[config.mk]
export PLATFORM = sky130hd
export DESIGN_NAME = processor_p
export DESIGN_NICKNAME = d
export VERILOG_FILES = /design/src/rtl/processor_p_pkg.sv /design/src/rtl/processor_p_alu.sv /design/src/rtl/processor_p.sv
export SDC_FILE = /design/constraint.sdc
export NUM_CORES = 1
export LEC_CHECK = 0
export BUFFER_PORTS_ARGS = -buffer_cell sky130_fd_sc_hd__buf_2
export CORE_UTILIZATION = 43
export DETAILED_ROUTE_END_ITERATION = 8
export GPL_TIMING_DRIVEN = 0
export PLACE_DENSITY = 0.59
export SLEW_MARGIN = 0
export SYNTH_ARGS = -nofsm -noshare
export SYNTH_HDL_FRONTEND = slang
export SYNTH_SLANG_ARGS = --single-unit
[constraint.sdc]
create_clock -name clk -period 11.75 [get_ports clk]
set_input_delay 2.35 -clock clk [delete_from_list [all_inputs] [get_ports clk]]
set_output_delay 2.35 -clock clk [all_outputs]
set_load 0.02 [all_outputs]
[src/rtl/processor_p_pkg.sv]
`default_nettype none
// +----------------------------------------------------------------------+
// | processor_p_pkg: opcodes, FSM states and ALU operations               |
// | Rev 1.0                                                               |
// +----------------------------------------------------------------------+
package processor_p_pkg;

    localparam logic [3:0] OP_MV   = 4'd0;
    localparam logic [3:0] OP_MVI  = 4'd1;
    localparam logic [3:0] OP_ADD  = 4'd2;
    localparam logic [3:0] OP_SUB  = 4'd3;
    localparam logic [3:0] OP_AND  = 4'd4;
    localparam logic [3:0] OP_OR   = 4'd5;
    localparam logic [3:0] OP_XOR  = 4'd6;
    localparam logic [3:0] OP_MVNZ = 4'd7;
    localparam logic [3:0] OP_SHL  = 4'd8;
    localparam logic [3:0] OP_SHR  = 4'd9;

    typedef enum logic [1:0] {
        T0 = 2'd0,
        T1 = 2'd1,
        T2 = 2'd2,
        T3 = 2'd3
    } state_e;

    typedef enum logic [2:0] {
        ALU_ADD = 3'd0,
        ALU_SUB = 3'd1,
        ALU_AND = 3'd2,
        ALU_OR  = 3'd3,
        ALU_XOR = 3'd4,
        ALU_SHL = 3'd5,
        ALU_SHR = 3'd6
    } alu_op_e;

    function automatic logic is_alu_op(input logic [3:0] opcode);
        case (opcode)
            OP_ADD, OP_SUB, OP_AND, OP_OR, OP_XOR, OP_SHL, OP_SHR: return 1'b1;
            default:                                               return 1'b0;
        endcase
    endfunction

    function automatic alu_op_e alu_op_of(input logic [3:0] opcode);
        case (opcode)
            OP_SUB:  return ALU_SUB;
            OP_AND:  return ALU_AND;
            OP_OR:   return ALU_OR;
            OP_XOR:  return ALU_XOR;
            OP_SHL:  return ALU_SHL;
            OP_SHR:  return ALU_SHR;
            default: return ALU_ADD;
        endcase
    endfunction

endpackage
`default_nettype wire

[src/rtl/processor_p_alu.sv]
`default_nettype none
// +----------------------------------------------------------------------+
// | processor_p_alu: combinational A op B with zero detect                |
// | Rev 1.0                                                               |
// +----------------------------------------------------------------------+
module processor_p_alu
    import processor_p_pkg::*;
#(
    parameter int DW = 16
) (
    input  logic [DW-1:0] a,
    input  logic [DW-1:0] b,
    input  alu_op_e       op,
    output logic [DW-1:0] result,
    output logic          zero
);

    localparam int SHW = $clog2(DW);

    logic [SHW-1:0] shamt;
    assign shamt = b[SHW-1:0];

    // Carry and borrow fall off the top: arithmetic is modulo 2^DW.
    always_comb begin
        result = '0;
        case (op)
            ALU_ADD: result = a + b;
            ALU_SUB: result = a - b;
            ALU_AND: result = a & b;
            ALU_OR:  result = a | b;
            ALU_XOR: result = a ^ b;
            ALU_SHL: result = a << shamt;
            ALU_SHR: result = a >> shamt;
            default: result = '0;
        endcase
    end

    assign zero = (result == '0);

endmodule
`default_nettype wire

[src/rtl/processor_p.sv]
`default_nettype none
// +----------------------------------------------------------------------+
// | processor_p: parametrised multi-cycle processor (fetch/T1/T2/T3)      |
// | Rev 1.0                                                               |
// +----------------------------------------------------------------------+
module processor_p
    import processor_p_pkg::*;
#(
    parameter  int DW   = 16,
    parameter  int NREG = 8,
    localparam int RW   = $clog2(NREG)
) (
    input  logic          clk,
    input  logic          reset,
    input  logic [DW-1:0] din,
    input  logic          run,
    output logic          done,
    output logic          busy,
    output logic [DW-1:0] bus,
    output logic          zflag
);

    localparam int PADW = DW - 4 - 2 * RW;

    state_e        state_q, state_d;
    logic [DW-1:0] ir_q, ir_d;
    logic [DW-1:0] a_q, a_d;
    logic [DW-1:0] g_q, g_d;
    logic          zflag_q, zflag_d;
    logic [DW-1:0] rf_q [NREG];
    logic [DW-1:0] rf_d [NREG];

    logic [3:0]    opcode;
    logic [RW-1:0] rx_idx;
    logic [RW-1:0] ry_idx;
    logic [DW-1:0] rx_val;
    logic [DW-1:0] ry_val;
    logic [DW-1:0] alu_result;
    logic          alu_zero;

    assign opcode = ir_q[DW-1 -: 4];
    assign rx_idx = ir_q[DW-5 -: RW];
    assign ry_idx = ir_q[DW-5-RW -: RW];
    assign rx_val = rf_q[rx_idx];
    assign ry_val = rf_q[ry_idx];

    // Low instruction bits below the Y field carry no meaning.
    if (PADW > 0) begin : g_pad
        logic unused_pad;
        assign unused_pad = ^ir_q[PADW-1:0];
    end

    processor_p_alu #(
        .DW (DW)
    ) u_alu (
        .a      (a_q),
        .b      (ry_val),
        .op     (alu_op_of(opcode)),
        .result (alu_result),
        .zero   (alu_zero)
    );

    always_comb begin
        state_d = state_q;
        ir_d    = ir_q;
        a_d     = a_q;
        g_d     = g_q;
        zflag_d = zflag_q;
        rf_d    = rf_q;
        bus     = '0;
        done    = 1'b0;

        case (state_q)
            T0: begin
                if (run) begin
                    ir_d    = din;
                    state_d = T1;
                end
            end
            T1: begin
                done    = 1'b1;
                state_d = T0;
                if (is_alu_op(opcode)) begin
                    bus     = rx_val;
                    a_d     = rx_val;
                    done    = 1'b0;
                    state_d = T2;
                end else begin
                    case (opcode)
                        OP_MV: begin
                            bus            = ry_val;
                            rf_d[rx_idx]   = ry_val;
                        end
                        OP_MVI: begin
                            bus            = din;
                            rf_d[rx_idx]   = din;
                        end
                        OP_MVNZ: begin
                            bus = ry_val;
                            if (!zflag_q) begin
                                rf_d[rx_idx] = ry_val;
                            end
                        end
                        default: ;
                    endcase
                end
            end
            T2: begin
                bus     = ry_val;
                g_d     = alu_result;
                zflag_d = alu_zero;
                state_d = T3;
            end
            T3: begin
                bus          = g_q;
                rf_d[rx_idx] = g_q;
                done         = 1'b1;
                state_d      = T0;
            end
            default: state_d = T0;
        endcase
    end

    always_ff @(posedge clk) begin
        if (!reset) begin
            state_q <= T0;
            ir_q    <= '0;
            a_q     <= '0;
            g_q     <= '0;
            zflag_q <= 1'b0;
            for (int i = 0; i < NREG; i++) begin
                rf_q[i] <= '0;
            end
        end else begin
            state_q <= state_d;
            ir_q    <= ir_d;
            a_q     <= a_d;
            g_q     <= g_d;
            zflag_q <= zflag_d;
            for (int i = 0; i < NREG; i++) begin
                rf_q[i] <= rf_d[i];
            end
        end
    end

    assign busy  = (state_q != T0);
    assign zflag = zflag_q;

endmodule
`default_nettype wire

# == After elaboration in Yosys (flattened, before gate mapping) ==
# Cells that the tools add are included.
# classes
add_sub_neg,2
n_lt_le_gt_ge,3
n_eq_ne,22
n_shift,2
mux,27
bitwise,5
reduce_logical,12
# op_table
op,count
bitwise mux 128 bit,3
case mux 128 bit (3 select lines),1
two-way mux 128 bit,2
case mux 128 bit (2 select lines),1
case mux 16 bit (7 select lines),1
binary-select mux 16 bit (select 3 bit),2
two-way mux 16 bit,6
demux 16 bit (select 3 bit),1
case mux 16 bit (3 select lines),1
case mux 16 bit (2 select lines),1
case mux 3 bit (6 select lines),1
adder 16 bit,1
bitwise AND 16 bit,1
"== test 4 x 3 -> 1 bit, second input constant",4
zero test 16 bit,1
bitwise OR 16 bit,1
left shift 16 x 4 -> 16 bit,1
>> shifter 16 x 4 -> 16 bit,1
subtractor 16 bit,1
bitwise XOR 16 bit,1
"== test 3 bit, second input constant",3
"== test 4 x 2 -> 1 bit, second input constant",2
"== test 4 bit, second input constant",2
">= comparator 4 bit, second input constant",2
other kinds (23),32
# totals
ff_bits,179
inputBits,19
output_inout_bits,19
word_cells,86

# == Longest topological paths before layout ==
# Gate-level depths: netlist of the first run.
# logic_depth
word_depth,10
depth_mapped,22
ltp_nobuf,19

# == By module ==
# From an unflattened synthesis of the first run, not the netlist that was laid out.
# hier_totals
cells_unflattened,1357
hier_area_um2,12434.4
# by_module_without_submodules
mod,n_inst,cells_each,area_each_um2,seq_area_each_um2
processor_p,1,870,8724.6,3463.3
processor_p_alu,1,487,3709.8,0.0

# == Worst setup path after synthesis of the first run ==
# Ideal clock, no wire load.
# synth_timing
path_type,in2out
from,in din[10]
to,out bus[10]
t_arrival_ns,2.871
required_ns,9.400
setup_slack_ns,6.529
stages,3
n_path_buf,0
path_cell_list,a21oi_1 o21ai_0 a22o_1
# synth_between
elab_chain_cells,3
# synth_lines
element,line,source
start: declaration,processor_p.sv:15,"input logic [DW-1:0] din,"
case mux 16 bit (2 select lines),processor_p.sv:89,case (opcode)
two-way mux 16 bit,processor_p.sv:83,if (is_alu_op(opcode)) begin
case mux 16 bit (3 select lines),processor_p.sv:73,case (state_q)
end: declaration,processor_p.sv:19,"output logic [DW-1:0] bus,"
# No other way between the ends.

# == Final worst setup path of the first run ==
# layout_timing
from,reg ir_q[7]
to,reg zflag_q (netlist: zflag)
# layout_between
elab_chain_cells,7
elab_cells_between_ends,13
classes_between,add/sub: 2; shift: 2; mux: 4; bitwise: 4; reduce/logical: 1
# layout_lines
element,line,source
start: declaration,processor_p.sv:26,"logic [DW-1:0] ir_q, ir_d;"
start signal: assignment,processor_p.sv:136,ir_q <= ir_d;
inverter 3 -> 4 bit (implied by the code) *,processor_p.sv:45,assign ry_val = rf_q[ry_idx];
binary-select mux 16 bit (select 3 bit) *,processor_p.sv:45,
two-way mux 16 bit (implied by the code) * (2 in series),processor_p.sv:45,
"subtractor 16 bit, or another cell as far along",processor_p_alu.sv:28,ALU_SUB: result = a - b;
case mux 16 bit (7 select lines) *,processor_p_alu.sv:26,case (op)
zero test 16 bit *,processor_p_alu.sv:38,assign zero = (result == '0);
end signal: assignment,processor_p.sv:139,zflag_q <= zflag_d;
end: declaration,processor_p.sv:29,"logic zflag_q, zflag_d;"
# Mark *: on every way between the ends. The rest lies on a longest branch, timed or not. The select of a mux whose other input is x is not followed.
# A chain may end at the register's enable or synchronous reset.

==> results of run 1 <==
power by group through the flow:
stage | sequential, uW | combinational, uW | clock (uW)
after floorplan | 632 | 392 | 0
after global placement | 643 | 575 | 0
after detailed placement | 643 | 575 | 0
after CTS | 630 | 579 | 544
after global routing | 633 | 628 | 569
final | 632 | 597 | 546
through the flow:
step / hold WS, ns / area [sq um] / setup WS (ns) / utilization (%) / instances
floorplan: 0.4780 / 11770 / 6.529 / - / 1470
global placement: 0.4992 / 12380 / 5.378 / 46.07 / 1848
detailed placement: 0.5053 / 12380 / 5.398 / 46.07 / 1848
CTS: 0.5140 / 12930 / 5.351 / 48.11 / 1878
global route: 0.5299 / 12930 / 4.896 / 48.11 / 1878
finish: 0.5165 / 12930 / 5.027 / 48.11 / 1878
cells by family after synthesis:
logic type	Yosys count	synth area share [%]
XOR/XNOR	29	2.158
AND/OR/NAND/NOR	514	18.84
AO/OA/AOI/OAI	437	25.48
buffers and inverters	155	5.517
adder cells (fa/ha/maj)	51	5.485
multiplexers	111	13.10
flip-flops	173	29.42
flip-flops by register name, summed over array words and instances (netlist names), named ones only:
name / count
rf_q: 128
state_q: 1
zflag: 1
g_q: 16
a_q: 16
ir_q: 10
final timing paths:
check | to | slack [ns] | cells after the start
worst min register to register | g_q[4]$_SDFFE_PN0P_ | 0.52 | 2
worst min-delay path | g_q[4]$_SDFFE_PN0P_ | 0.52 | 2
worst max-delay path | zflag$_SDFFE_PN0P_ | 5.03 | 20
worst max register to register | zflag$_SDFFE_PN0P_ | 5.03 | 20
layout by cell type, fill, tap and decap left out, types with 6 or more instances in the layout:
cell type / count
nand2_1: 153
o21ai_1: 21
a22oi_1: 67
o211ai_1: 11
a221oi_1: 13
dfxtp_1: 173
mux2i_1: 75
a21oi_1: 56
nand3_1: 16
nor3_1: 31
clkbuf_1: 84
o21ai_0: 56
buf_2: 50
and2_1: 6
nand4_1: 15
and3_1: 11
mux4_2: 32
o22ai_1: 16
a211oi_1: 136
a31oi_1: 11
a22o_1: 14
ha_1: 50
nor2_1: 241
clkbuf_16: 17
buf_1: 11
inv_1: 38
xnor2_1: 24
worst max-delay path: stages, from the launching register on:
cell and delay, ns:
dfxtp_1 0.48, buf_2 0.34, buf_2 0.43, mux4_2 0.38
mux2i_1 0.96, nand3_1 0.40, or2_2 0.40, inv_1 0.08
nor2_1 0.05, xnor2_1 0.16, ha_1 0.33, or2_2 0.32
a21o_1 0.21, nand3_1 0.08, nand3_1 0.09, xor2_1 0.17
a21oi_1 0.41, nand4_1 0.37, nand4b_1 0.28, or4_1 0.51
o31ai_2 0.18
layer usage:
| metal | vias to the layer above | wire length [um] | GRT usage [%] |
|---|---|---|---|
| li1 | 5531 | - | - |
| met1 | 5918 | 19630 | 42.73 |
| met2 | 777 | 23910 | 60.87 |
| met3 | 241 | 4288 | 7.209 |
| met4 | 0 | 3797 | 25.25 |
| met5 | - | 0 | 0 |
final cells by class:
| type | instances | area (sq um) | share of cell area [%] |
|---|---|---|---|
| inverter | 41 | 156.4 | 1.210 |
| multi-input combinational | 1142 | 7657 | 59.22 |
| timing repair buffer | 37 | 185.2 | 1.432 |
| tap | 341 | 426.7 | 3.300 |
| clock inverter | 8 | 83.83 | 0.6483 |
| sequential | 173 | 3463 | 26.79 |
| buffer | 114 | 493.0 | 3.813 |
| clock buffer | 22 | 464.2 | 3.590 |
==> results_dict.tcl, run 1 <==
set metrics [dict create \
    ctsRootBufferMaster "clkbuf_16" \
    nFillCells 2729 \
    yosys.area.top_type "dfxtp_1" \
    overflow 0 \
    path_clk_slew_ns 0.07 \
    ys_async_sr_fraction_pct 0 \
    holdBufCountCts 0 \
    drive_above_1_share_pct 9.109 \
    postSynthAreaPerCell_sq_um 8.007 \
    synth_cell_types 71 \
    postCtsSetupBuffers 0 \
    drtIter0Drc 1501 \
    pwr-share-clk_pct 30.7 \
    p_leak_uw 0.004844 \
    vias 12470 \
    p_seq_share_pct 35.6 \
    yosys_most_used_dff "dfxtp_1" \
    grt_max_degree 17 \
    path_max_fanout 10 \
    io_pins 38 \
    finalNetCount 1596 \
    port-buffer-count 37 \
    grt_pass1_wl_mm 76.21 \
    combPwrFrac_pct 33.6 \
    drc 0 \
    cts.htree.levels 4 \
    finalSetupTns_ns 0 \
    area_growth_pct 9.854 \
    ant_nets 0 \
    min_period_over_period_pct 57.22 \
    maxSlewViolCount 0 \
    fp.dieH_um 167.4 \
    wl_per_cell_um 27.49 \
    grt_usage_pct 36.68 \
    final.setup_skew_ns 0.01076 \
    initial_core_util_pct 43.79 \
    antenna_found_initial 0 \
    startpoint "ir_q[7]$_SDFFE_PN0P_" \
    p_int_uw 1108 \
    arrival_ns 7.07 \
    vias_per_cell 6.638 \
    drv_cap 0 \
    swShare_pct 37.58 \
    worstSetupPathType "flop to flop" \
    run_status "finished, final reports clean" \
    cts_made_buffers 17 \
    crit_path_start_kind "flop" \
    core_sq_um 26880 \
    setup_viol 0 \
    syn_inst 1470 \
    rows 60 \
    worstSkewPairLatency_ns 0.44 \
    period_minus_slack_ns 6.723 \
    relSlewSlack_pct 12.33 \
    n_antenna_cell 0 \
    synth_edf_count 0 \
    power_uw 1775 \
    pwr_density_cell_nw_per_um2 137.3 \
    grt_pass1_vias 12020 \
    cts_sinks 173 \
    hold_viol 0 \
    clock.fmax_ghz 0.1487 \
    hold_class "flop to flop" \
    ys_seq_elements 173 \
    rsz0062_at_grt "false" \
    syn_nets 1540 \
    place_hpwl_mm 38.47 \
    ys_warn_count 0 \
    dieArea_sq_um 28040 \
    cts_buffer_depth 2 \
    synth_common_cells "nor2_1, dfxtp_1, nand2_1" \
    yosys-top-cells-area "dfxtp_1, a211oi_1, nor2_1" \
    crit_path_end_kind "flop" \
    tightest_slew_ns 1.312 \
    syn-cell-area_sq_um 11770 \
    post_cts_resized 0 \
    cts_tree "yes" \
    worstHoldStart "g_q[4]$_SDFFE_PN0P_" \
    drt-total-wl_mm 51.63 \
    critPathRequiredTime_ns 12.10 \
    power.switching_uw 667.1 \
    synth_top_area_share_pct 29.42 \
    die_w_um 167.4 \
    dr.pass1.iters 6 \
    ir_drop_uv 95.38 \
    gp_congestion 1.057 \
    reg2reg_from "ir_q[7]$_SDFFE_PN0P_" \
    synth_most_common_cell "nor2_1" \
    synth.yosys.seq_area_share_pct 29.42 \
]
No activity file was read; power rests on OpenSTA's default activity.
==> run 2, diff against run 1 <==
--- a/config.mk
+++ b/config.mk
@@ -9,7 +9,7 @@
 export CORE_UTILIZATION = 43
 export DETAILED_ROUTE_END_ITERATION = 8
 export GPL_TIMING_DRIVEN = 0
-export PLACE_DENSITY = 0.59
+export PLACE_DENSITY = 0.61
 export SLEW_MARGIN = 0
 export SYNTH_ARGS = -nofsm -noshare
 export SYNTH_HDL_FRONTEND = slang
==> constraint.sdc (replaced) <==
create_clock -name clk -period 5.45 [get_ports clk]
set_input_delay 1.09 -clock clk [delete_from_list [all_inputs] [get_ports clk]]
set_output_delay 1.09 -clock clk [all_outputs]
set_load 0.02 [all_outputs]
==> run 2 against run 1 <==
First-iteration DRC count grew 6.1%. Sequential power is 120% higher. Final cell count increased by 0.16%. Final area rose by 1.4%. Die area unchanged. Critical path type unchanged. Largest power group is now combinational logic. Highest routed layer unchanged.
==> results_dict.tcl, run 2 (synthesis gave the netlist of run 1 again) <==
set metrics [dict create \
    run_status "finished, final reports clean" \
    path_cells "buf_8, mux4_2, mux2i_4, buf_4, nand2_1, or2_2, inv_1, nor2_1, xnor2_1, ha_1, or2_2, o31a_1, o211ai_1, nand2b_1, xor2_1, a211oi_1, nand4b_1, or4_1, o31ai_2" \
    largest_reg_flops 128 \
    area_growth_pct 11.44 \
    clock.fmax_ghz 0.1903 \
    p_leak_uw 0.004892 \
    drc 0 \
    worstSetupPathType "flop to flop" \
    cp_top_family "simple AND/OR/NAND/NOR gates" \
    relSlewSlack_pct 13.91 \
    cts_sinks 173 \
    setup_viol 0 \
    drive_above_1_share_pct 11.04 \
    tightest_slew_ns 1.289 \
    cts_made_buffers 17 \
    ir_drop_uv 198.8 \
    critPathRequiredTime_ns 5.82 \
    post-place-ws_ns -1.019 \
    grt_pass1_wl_mm 76.60 \
    period_minus_slack_ns 5.254 \
    vias_per_cell 6.605 \
    path_buf_inv 3 \
    pwr_density_cell_nw_per_um2 299.0 \
    wl_per_cell_um 27.54 \
    fin_cells 1881 \
    maxSlewViolCount 0 \
    initial_core_util_pct 43.79 \
    ctsRootBufferMaster "clkbuf_16" \
    drtIter0Drc 1593 \
    holdBufCountCts 0 \
    n_antenna_cell 0 \
    worstSkewPairLatency_ns 0.45 \
    critPathMaxStageDelay_ns 0.55 \
    finalNetCount 1597 \
    hold_viol 0 \
    rrSetupSlack_ns 0.20 \
    grt_pass1_vias 11940 \
    antenna_found_initial 0 \
    vias 12420 \
    path_clk_slew_ns 0.07 \
    crit_top_cell "or2_2" \
    drv_cap 0 \
    overflow 0 \
    io_pins 38 \
    dieArea_sq_um 28040 \
    grt_usage_pct 36.95 \
    rows 60 \
    arrival_ns 5.62 \
    hold_class "flop to flop" \
    final.setup_skew_ns 0.009714 \
    cts_buffer_depth 2 \
    dp.cells 1848 \
    dr.pass1.iters 5 \
    reg_top3 "rf_q (128), a_q (16), g_q (16)" \
    path_max_fanout 10 \
    top_register "rf_q" \
    crit_path_end_kind "flop" \
    port-buffer-count 37 \
    grt_max_degree 18 \
    cts_tree "yes" \
    place_hpwl_mm 39.11 \
    layout_commonest_cell "nor2_1" \
    die_w_um 167.4 \
    ant_nets 0 \
    setup_slack_ns 0.1958 \
    final_cell_mix "nor2_1, dfxtp_1, nand2_1" \
    cts.htree.levels 4 \
    nFillCells 2755 \
    fp.dieH_um 167.4 \
    min_period_over_period_pct 96.41 \
    slowest_stage "a211oi_1" \
    gp_congestion 0.9892 \
    crit_path_start_kind "flop" \
    drt-total-wl_mm 51.80 \
    core_sq_um 26880 \
]
==> run 2: final timing paths <==
check        cells after the start                  start                    end
min                              2  rf_q[11]$_SDFFE_PN0P_  rf_q[11]$_SDFFE_PN0P_
min reg2reg                      2  rf_q[11]$_SDFFE_PN0P_  rf_q[11]$_SDFFE_PN0P_
max                             19   ir_q[8]$_SDFFE_PN0P_     zflag$_SDFFE_PN0P_
max reg2reg                     19   ir_q[8]$_SDFFE_PN0P_     zflag$_SDFFE_PN0P_
==> run 2: what timing repair did <==
item | CTS | global route
gates resized for setup | 20 | 26
pin swaps | 2 | 2
setup endpoints to repair | 10 | 2
setup buffers | 5 | 1
hold endpoints to repair | 0 | 0
==> run 2: through the flow <==
| step | power (uW) | hold slack [ns] | TNS (ns) | instance area (sq um) | util, % |
|---|---|---|---|---|---|
| detailed placement | 2637 | 0.5061 | -3.401 | 12380 | 46.07 |
| CTS | 3837 | 0.5153 | 0 | 13050 | 48.56 |
| finish | 3922 | 0.5181 | 0 | 13120 | 48.80 |
| floorplan | 2207 | 0.4780 | 0 | 11770 | - |
| global route | 4044 | 0.5332 | -0.002537 | 13120 | 48.80 |
| global placement | 2637 | 0.4988 | -3.735 | 12380 | 46.07 |
==> run 2: metal layers <==
| layer | vias up | track usage [%] | part of all wire [%] |
|---|---|---|---|
| met5 | - | 0 | 0 |
| met4 | 0 | 24.37 | 6.4 |
| met3 | 202 | 5.932 | 7.1 |
| met2 | 701 | 62.57 | 48 |
| met1 | 5989 | 43.26 | 39 |
| li1 | 5532 | - | - |
==> run 2: tightest hold or removal path, delay by kind of cell (launching register included) <==
family           cells  cell delay, ns
flip-flops           1            0.32
AND/OR/NAND/NOR      1            0.10
AO/OA/AOI/OAI        1            0.05
==> run 2: layout make-up <==
cell class	count	area [sq um]	share of cell area, %
tap	341	426.7	3.253
clock buffer	17	425.4	3.243
sequential	173	3465	26.41
timing repair buffer	43	234.0	1.784
inverter	41	156.4	1.192
buffer	109	510.5	3.892
multi-input combinational	1142	7770	59.24
clock inverter	15	128.9	0.9825
==> run 2: power by group <==
part	internal, uW	total [uW]	leakage, uW	switching [uW]
sequential	1310	1360	0.00140	54.2
clock	597	1190	0.000253	590
combinational	480	1380	0.00324	895
